## config.mk

```make
export PLATFORM = sky130hd
export DESIGN_NAME = vsync_format_tracker
export DESIGN_NICKNAME = d
export VERILOG_FILES = /design/src/rtl/vsync_format_tracker.sv
export SDC_FILE = /design/constraint.sdc
export NUM_CORES = 1
export LEC_CHECK = 0
export CORE_AREA = 10 10 94 117
export DETAILED_ROUTE_END_ITERATION = 12
export DIE_AREA = 0 0 104 127
export PLACE_DENSITY = 0.6
export SLEW_MARGIN = 20
export SYNTH_ARGS = -nofsm -noshare
export SYNTH_HDL_FRONTEND = slang
export SYNTH_SLANG_ARGS = --single-unit
```

## constraint.sdc

```tcl
create_clock -name clk_in -period 3.78 [get_ports clk_in]
set_clock_uncertainty 0.1 [all_clocks]
set_input_delay 0.756 -clock clk_in [delete_from_list [all_inputs] [get_ports clk_in]]
set_output_delay 0.756 -clock clk_in [all_outputs]
set_load 0.005 [all_outputs]
```

## src/rtl/vsync_format_tracker.sv

```systemverilog
// rtl/vsync_format_tracker.sv - continuous PAL/NTSC tracker measuring VSYNC period with lock, glitch and loss-of-signal handling
module vsync_format_tracker #(
  parameter int CLK_FREQ     = 100_000_000,
  parameter int THRESHOLD_US = 18_000,
  parameter int MIN_US       = 10_000,
  parameter int TIMEOUT_US   = 40_000,
  parameter int LOCK_COUNT   = 3,
  parameter bit VSYNC_POL    = 1'b0,
  parameter int CNT_WIDTH    = 23
) (
  input  logic                 clk_in,
  input  logic                 rst_n_in,
  input  logic                 vsync_in,
  output logic                 format_valid,
  output logic                 format_type,
  output logic                 format_change,
  output logic [CNT_WIDTH-1:0] period_out,
  output logic                 period_valid
);

  localparam logic FORMAT_NTSC = 1'b0;
  localparam logic FORMAT_PAL  = 1'b1;

  localparam longint CYC_PER_US = longint'(CLK_FREQ / 1_000_000);
  localparam longint THR_CYC    = CYC_PER_US * THRESHOLD_US;
  localparam longint MIN_CYC    = CYC_PER_US * MIN_US;
  localparam longint TO_CYC     = CYC_PER_US * TIMEOUT_US;

  localparam logic [CNT_WIDTH-1:0] THR_C  = CNT_WIDTH'(THR_CYC);
  localparam logic [CNT_WIDTH-1:0] MIN_C  = CNT_WIDTH'(MIN_CYC);
  localparam logic [CNT_WIDTH-1:0] TO_C   = CNT_WIDTH'(TO_CYC);
  localparam logic [3:0]           LOCK_C = 4'(LOCK_COUNT);

  // The counter must be able to reach the timeout value without wrapping.
  if (TO_CYC >= (longint'(1) << CNT_WIDTH)) begin : g_bad_width
    $error("TO_CYC does not fit in CNT_WIDTH bits");
  end
  if (LOCK_COUNT < 1 || LOCK_COUNT > 15) begin : g_bad_lock
    $error("LOCK_COUNT must be in 1..15");
  end

  typedef enum logic [1:0] {IDLE, ACQUIRE, LOCKED} state_t;

  state_t               state, state_n;
  logic                 sync1, sync2, prev;
  logic [CNT_WIDTH-1:0] cnt, cnt_n;
  logic [3:0]           streak, streak_n, streak_upd;
  logic                 cand, cand_n, cand_upd;
  logic                 valid_n, type_n, change_n, pv_n;
  logic [CNT_WIDTH-1:0] per_n;
  logic                 edge_det, accept, sample_cls;

  // Two-stage synchronizer plus previous-value register for edge detection.
  always_ff @(posedge clk_in or negedge rst_n_in) begin
    if (!rst_n_in) begin
      sync1 <= 1'b0;
      sync2 <= 1'b0;
      prev  <= 1'b0;
    end else begin
      sync1 <= vsync_in;
      sync2 <= sync1;
      prev  <= sync2;
    end
  end

  assign edge_det   = VSYNC_POL ? (sync2 & ~prev) : (~sync2 & prev);
  assign accept     = (state != IDLE) && edge_det && (cnt >= MIN_C);
  assign sample_cls = (cnt > THR_C) ? FORMAT_PAL : FORMAT_NTSC;

  // Run-length tracking of consecutive samples of the same class, saturating at the lock count.
  always_comb begin
    cand_upd   = cand;
    streak_upd = streak;
    if (sample_cls == cand) begin
      streak_upd = (streak >= LOCK_C) ? LOCK_C : streak + 4'd1;
    end else begin
      cand_upd   = sample_cls;
      streak_upd = 4'd1;
    end
  end

  // Next-state and output decisions; an accepted edge takes priority over the timeout.
  always_comb begin
    state_n  = state;
    cnt_n    = cnt;
    streak_n = streak;
    cand_n   = cand;
    valid_n  = format_valid;
    type_n   = format_type;
    change_n = 1'b0;
    per_n    = period_out;
    pv_n     = 1'b0;
    case (state)
      IDLE: begin
        if (edge_det) begin
          cnt_n   = CNT_WIDTH'(1);
          state_n = ACQUIRE;
        end
      end
      ACQUIRE, LOCKED: begin
        if (accept) begin
          cnt_n    = CNT_WIDTH'(1);
          per_n    = cnt;
          pv_n     = 1'b1;
          streak_n = streak_upd;
          cand_n   = cand_upd;
          if (streak_upd == LOCK_C) begin
            if (state == ACQUIRE) begin
              state_n = LOCKED;
              valid_n = 1'b1;
              type_n  = cand_upd;
            end else if (cand_upd != format_type) begin
              type_n   = cand_upd;
              change_n = 1'b1;
            end
          end
        end else if (cnt == TO_C) begin
          state_n  = IDLE;
          cnt_n    = '0;
          streak_n = 4'd0;
          valid_n  = 1'b0;
        end else begin
          cnt_n = cnt + CNT_WIDTH'(1);
        end
      end
      default: state_n = IDLE;
    endcase
  end

  // State, measurement and output registers, all updated on the same edge.
  always_ff @(posedge clk_in or negedge rst_n_in) begin
    if (!rst_n_in) begin
      state         <= IDLE;
      cnt           <= '0;
      streak        <= 4'd0;
      cand          <= FORMAT_NTSC;
      format_valid  <= 1'b0;
      format_type   <= FORMAT_NTSC;
      format_change <= 1'b0;
      period_out    <= '0;
      period_valid  <= 1'b0;
    end else begin
      state         <= state_n;
      cnt           <= cnt_n;
      streak        <= streak_n;
      cand          <= cand_n;
      format_valid  <= valid_n;
      format_type   <= type_n;
      format_change <= change_n;
      period_out    <= per_n;
      period_valid  <= pv_n;
    end
  end

endmodule

```

---- Yosys cells after proc, flatten, opt, wreduce, memory -nomap -nowiden ----
Cells that the tools add are included.
cells by class
  equal/unequal tests ..................... 12
  add/sub/neg operators ................... 2
  $lt $le $gt $ge ......................... 3
  multiplexer cells ....................... 29
  reductions and logical operators ........ 14
  bitwise gates (word level) .............. 2
operators by type and width
  cell                                                                                    count
  23-bit two-way mux                                                                      3
  23-bit case mux with 2 select lines                                                     1
  23-bit by 1-bit adder with 23-bit output (second input constant)                        1
  23-bit by 22-bit == test with 1-bit output (second input constant)                      1
  23-bit by 20-bit greater-or-equal comparator with 1-bit output (second input constant)  1
  23-bit by 21-bit > comparator with 1-bit output (second input constant)                 1
  4-bit two-way mux                                                                       4
  1-bit two-way mux                                                                       15
  4-bit AND reduction                                                                     3
  2-bit two-way mux                                                                       5
  3-bit inequality test (second input constant)                                           3
  2-bit nonzero test                                                                      4
  2-bit AND reduction                                                                     3
  4-bit by 1-bit adder with 4-bit output (second input constant)                          1
  4-bit by 2-bit == test with 1-bit output (second input constant)                        1
  4-bit by 2-bit greater-or-equal comparator with 1-bit output (second input constant)    1
  2-bit by 1-bit inequality test with 1-bit output (second input constant)                2
  2-bit case mux with 2 select lines                                                      1
  2-bit by 1-bit == test with 1-bit output (second input constant)                        1
  2-bit == test (second input constant)                                                   1
  1-bit logical AND                                                                       2
  2-bit logical NOT                                                                       1
  2-bit inequality test (second input constant)                                           1
  2-bit OR reduction                                                                      1
  other kinds (4)                                                                         4
word-level totals
  input port bits ......................... 3
  logic and storage cells ................. 74
  register bits after elaboration ......... 60

---- Logic depth before layout (Yosys ltp) ----
  depth after elaboration ................. 10
  gate-level depth with buffers ........... 11
  gate-level depth less buffers ........... 10

---- Worst setup path before layout ----
Ideal clock, no wire load.
  path type ............................... reg2reg
  from .................................... register cnt[4]
  to ...................................... register state[0]
  clock period less this slack ............ 2.955 ns
  cell stages (with the launch flop) ...... 9
  setup slack ............................. 0.825 ns
  data arrival time ....................... 2.728 ns
  library setup time ...................... 0.128 ns
  buffers on the path ..................... 0
  cells stage by stage .................... dfrtp_1 or4_1 or3_1 o311ai_0 o21ai_0 ha_1 and3_1 o211ai_2 mux2_1
between the ends
  cells in the longest elaborated chain, start to end .. 7
  elaborated cells between the ends (all ways) .. 14
  classes of those cells .................. 2 x order compare; 6 x eq/ne; 4 x mux; 2 x reduce/logical
ends and longest elaborated chain
  what                                             line  text
  start, declared                                  46    logic [CNT_WIDTH-1:0] cnt, cnt_n;
  start signal, assigned                           144   cnt <= cnt_n;
  23-bit by 21-bit > comparator with 1-bit output  68    assign sample_cls = (cnt > THR_C) ? FORMAT_PAL : FORMAT_NTSC;
  1-bit two-way mux                                68
  1-bit == test                                    74    if (sample_cls == cand) begin
  4-bit two-way mux                                74
  4-bit by 2-bit == test with 1-bit output         107   if (streak_upd == LOCK_C) begin
  3-bit inequality test (no line)                  -
  4-bit AND reduction (no line)                    -
  end signal, assigned                             143   state <= state_n;
  end, declared                                    44    state_t state, state_n;
Several ways; a longest one is shown, not always the timed one.
A chain may end at the register's enable or synchronous reset.

---- Worst setup path in the final report ----
Same ends and word-level chain as after synthesis.

==> run metrics <==
Die Ht 127 um; Initial Util 33.46%; Worst setup SP type flip-flop; initial antenna violation count 0; Placer Congestion 0.8909; cts bufs inserted 9; post-CTS setup buffers 0; largest net degree at the start of global routing 42; ys flop type dfrtp_1; placed insts 416; worst hold slack 0.2481 ns; global-route wire length before repair 10,460 um; Pleak 0.001658 uW; area grow syn2layout 24.17%; final total power 1769 uW; Arr. time, crit path 3.29 ns; Mean Syn Cell Area 10.97 sq um; Post-Route WL 6165 um; CTS tree built; count leader, synth dfrtp_1; DP Wirelength 4547 um; layout cells sized above 1 15.21%; CTS H-tree depth 3; top cells by area, synth dfrtp_1, mux2_4, nor2_1; via/cell ratio 4.750; Worst-Skew Late Latency 0.33 ns; peak fanout along the critical path 7; Slew Limit Headroom 34.55%; Final Cycle Share 84.09%; Layout Nets 315; ys async rst share 100.0%; antenna diode count 0; vias in the first global route 2,078; Congestion Overflow GR 0; clock buffer depth 2; setup violators final 0; clock transition at the registers of the reported paths 0.05 ns; antenna-violating nets left 0; initial detailed-routing violation count 132; Peak VDD IR 0.2645 mV; # IOs 30; clock sink count 60; clk root buf clkbuf_16; CTS Hold Buffers Added 0; warnings from Yosys 0; Critical Path RT 3.89 ns; post-synth top area share 50.53%; post-DR wirelength/cell 14.27 um; # rows 39; Die Wd 104 um; Register Area 0.001501 sq mm; Mapped Area 0.002972 sq mm; final core utilization 41.55%; actual slew at the worst max-slew pin 0.9570 ns; DR vias 2,052; flops & latches, synth 60; Syn Inst Count 271; synth unique cells 45; syn_nets 282; # Max-Cap Violations 0; full die area 0.01321 sq mm; Filler cells 888; Commonest cells post-synth dfrtp_1, nor2_1, nand2_1; RSZ-0062 raised after global routing no; Critical Path Sink Type flip-flop; Hold Violations, Final 0; Hold Crit Class reg2reg; DR DRC count 0; Crit Path Category reg2reg; setup TNS 0 ns; Detailed Routing Iterations Pass 1 4; maximum clock rate 314.6 MHz; Multi-input gate area 0.001346 sq mm; fin cells 432; status finished clean; Post-synth EDFFs 0; I/O Buffers 29; gr usage total 9.958%; post-cts repair resize count 0; CORE AREA 0.008881 sq mm; Slew Limit Fails 0; biggest area consumer among synthesized cells dfrtp_1; sequential area share after synthesis 50.53%; Cell Pwr Density 479.5 mW/mm^2; minimum clock period 3.178 ns
-- critical path, cell delays in order, from the launching register on --
cell and delay, ns:
dfrtp_1 0.44, or4_1 0.56, or3_1 0.39, o311ai_0 0.32
o21ai_0 0.18, ha_1 0.35, and3_1 0.20, o211ai_2 0.18
mux2_1 0.33
-- worst paths after layout --
path,from,endpoint,slack (ns),cells past startpoint
max,cnt[4],state[0],0.60,8
min,sync1,sync2,0.25,0
max reg2reg,cnt[4],state[0],0.60,8
min reg2reg,sync1,sync2,0.25,0
max in group asynchronous,rst_n_in,format_valid,2.33,2
min in group asynchronous,rst_n_in,period_out[9],0.44,1
-- routing by layer --
| metal | track usage [%] | vias to the layer above | wire (um) |
|---|---|---|---|
| met5 | 0 | - | 0 |
| met4 | 6.891 | 0 | 212 |
| met3 | 3.672 | 18 | 330 |
| met2 | 15.66 | 50 | 2923 |
| met1 | 11.07 | 975 | 2698 |
| li1 | - | 1009 | - |
-- sequential cells by signal, summed over array words and instances, names as in the netlist --
signal / flops
sync2: 1
format_type: 1
cand: 1
period_out: 23
streak: 4
period_valid: 1
format_change: 1
cnt: 23
format_valid: 1
sync1: 1
prev: 1
state: 2
-- per-stage QoR --
step,worst slack (ns),area [sq um]
3_5_place_dp,0.6089,3367
5_1_grt,0.4370,3690
4_1_cts,0.5943,3690
3_3_place_gp,0.6707,3367
2_1_floorplan,0.8247,2972
6_report,0.6015,3690
-- cell type report --
cell class / instances / area share [%]
tap: 123 / 4.171
clock buffer: 13 / 7.596
sequential: 60 / 40.69
timing repair buffer: 33 / 8.884
multi-input combinational: 190 / 36.49
clock inverter: 3 / 1.153
inverter: 10 / 1.017
-- where the power goes --
part | switching [uW] | total, uW | internal (uW)
Clock | 274 | 854 | 579
Combinational | 148 | 221 | 73.6
Sequential | 28.6 | 694 | 665
-- cell families after synthesis --
kind of cell,Yosys count,synth area share (%)
XOR/XNOR,18,5.305
flip-flops,60,50.53
adder cells (fa/ha/maj),8,3.369
buffers and inverters,21,4.253
multiplexers,20,9.474
AND/OR/NAND/NOR,109,19.03
AO/OA/AOI/OAI,35,8.042
-- layout by cell type, fill, tap and decap left out, drive strengths merged, types with 2 or more instances in the layout --
| master | instances |
|---|---|
| clkbuf | 13 |
| mux2 | 20 |
| nor3 | 5 |
| and2 | 4 |
| nand4 | 4 |
| inv | 10 |
| and4b | 2 |
| and3 | 5 |
| xor2 | 6 |
| nand2 | 21 |
| xnor2 | 12 |
| nor2 | 34 |
| clkdlybuf4s50 | 28 |
| or3 | 4 |
| or2 | 2 |
| ha | 8 |
| dfrtp | 60 |
| o2bb2ai | 4 |
| buf | 5 |
| o21ai | 15 |
| nand3 | 10 |
| a21oi | 4 |
| nand2b | 7 |
| or4 | 3 |
| a2111oi | 2 |
| nor4b | 3 |
No activity file was read; power rests on OpenSTA's default activity.
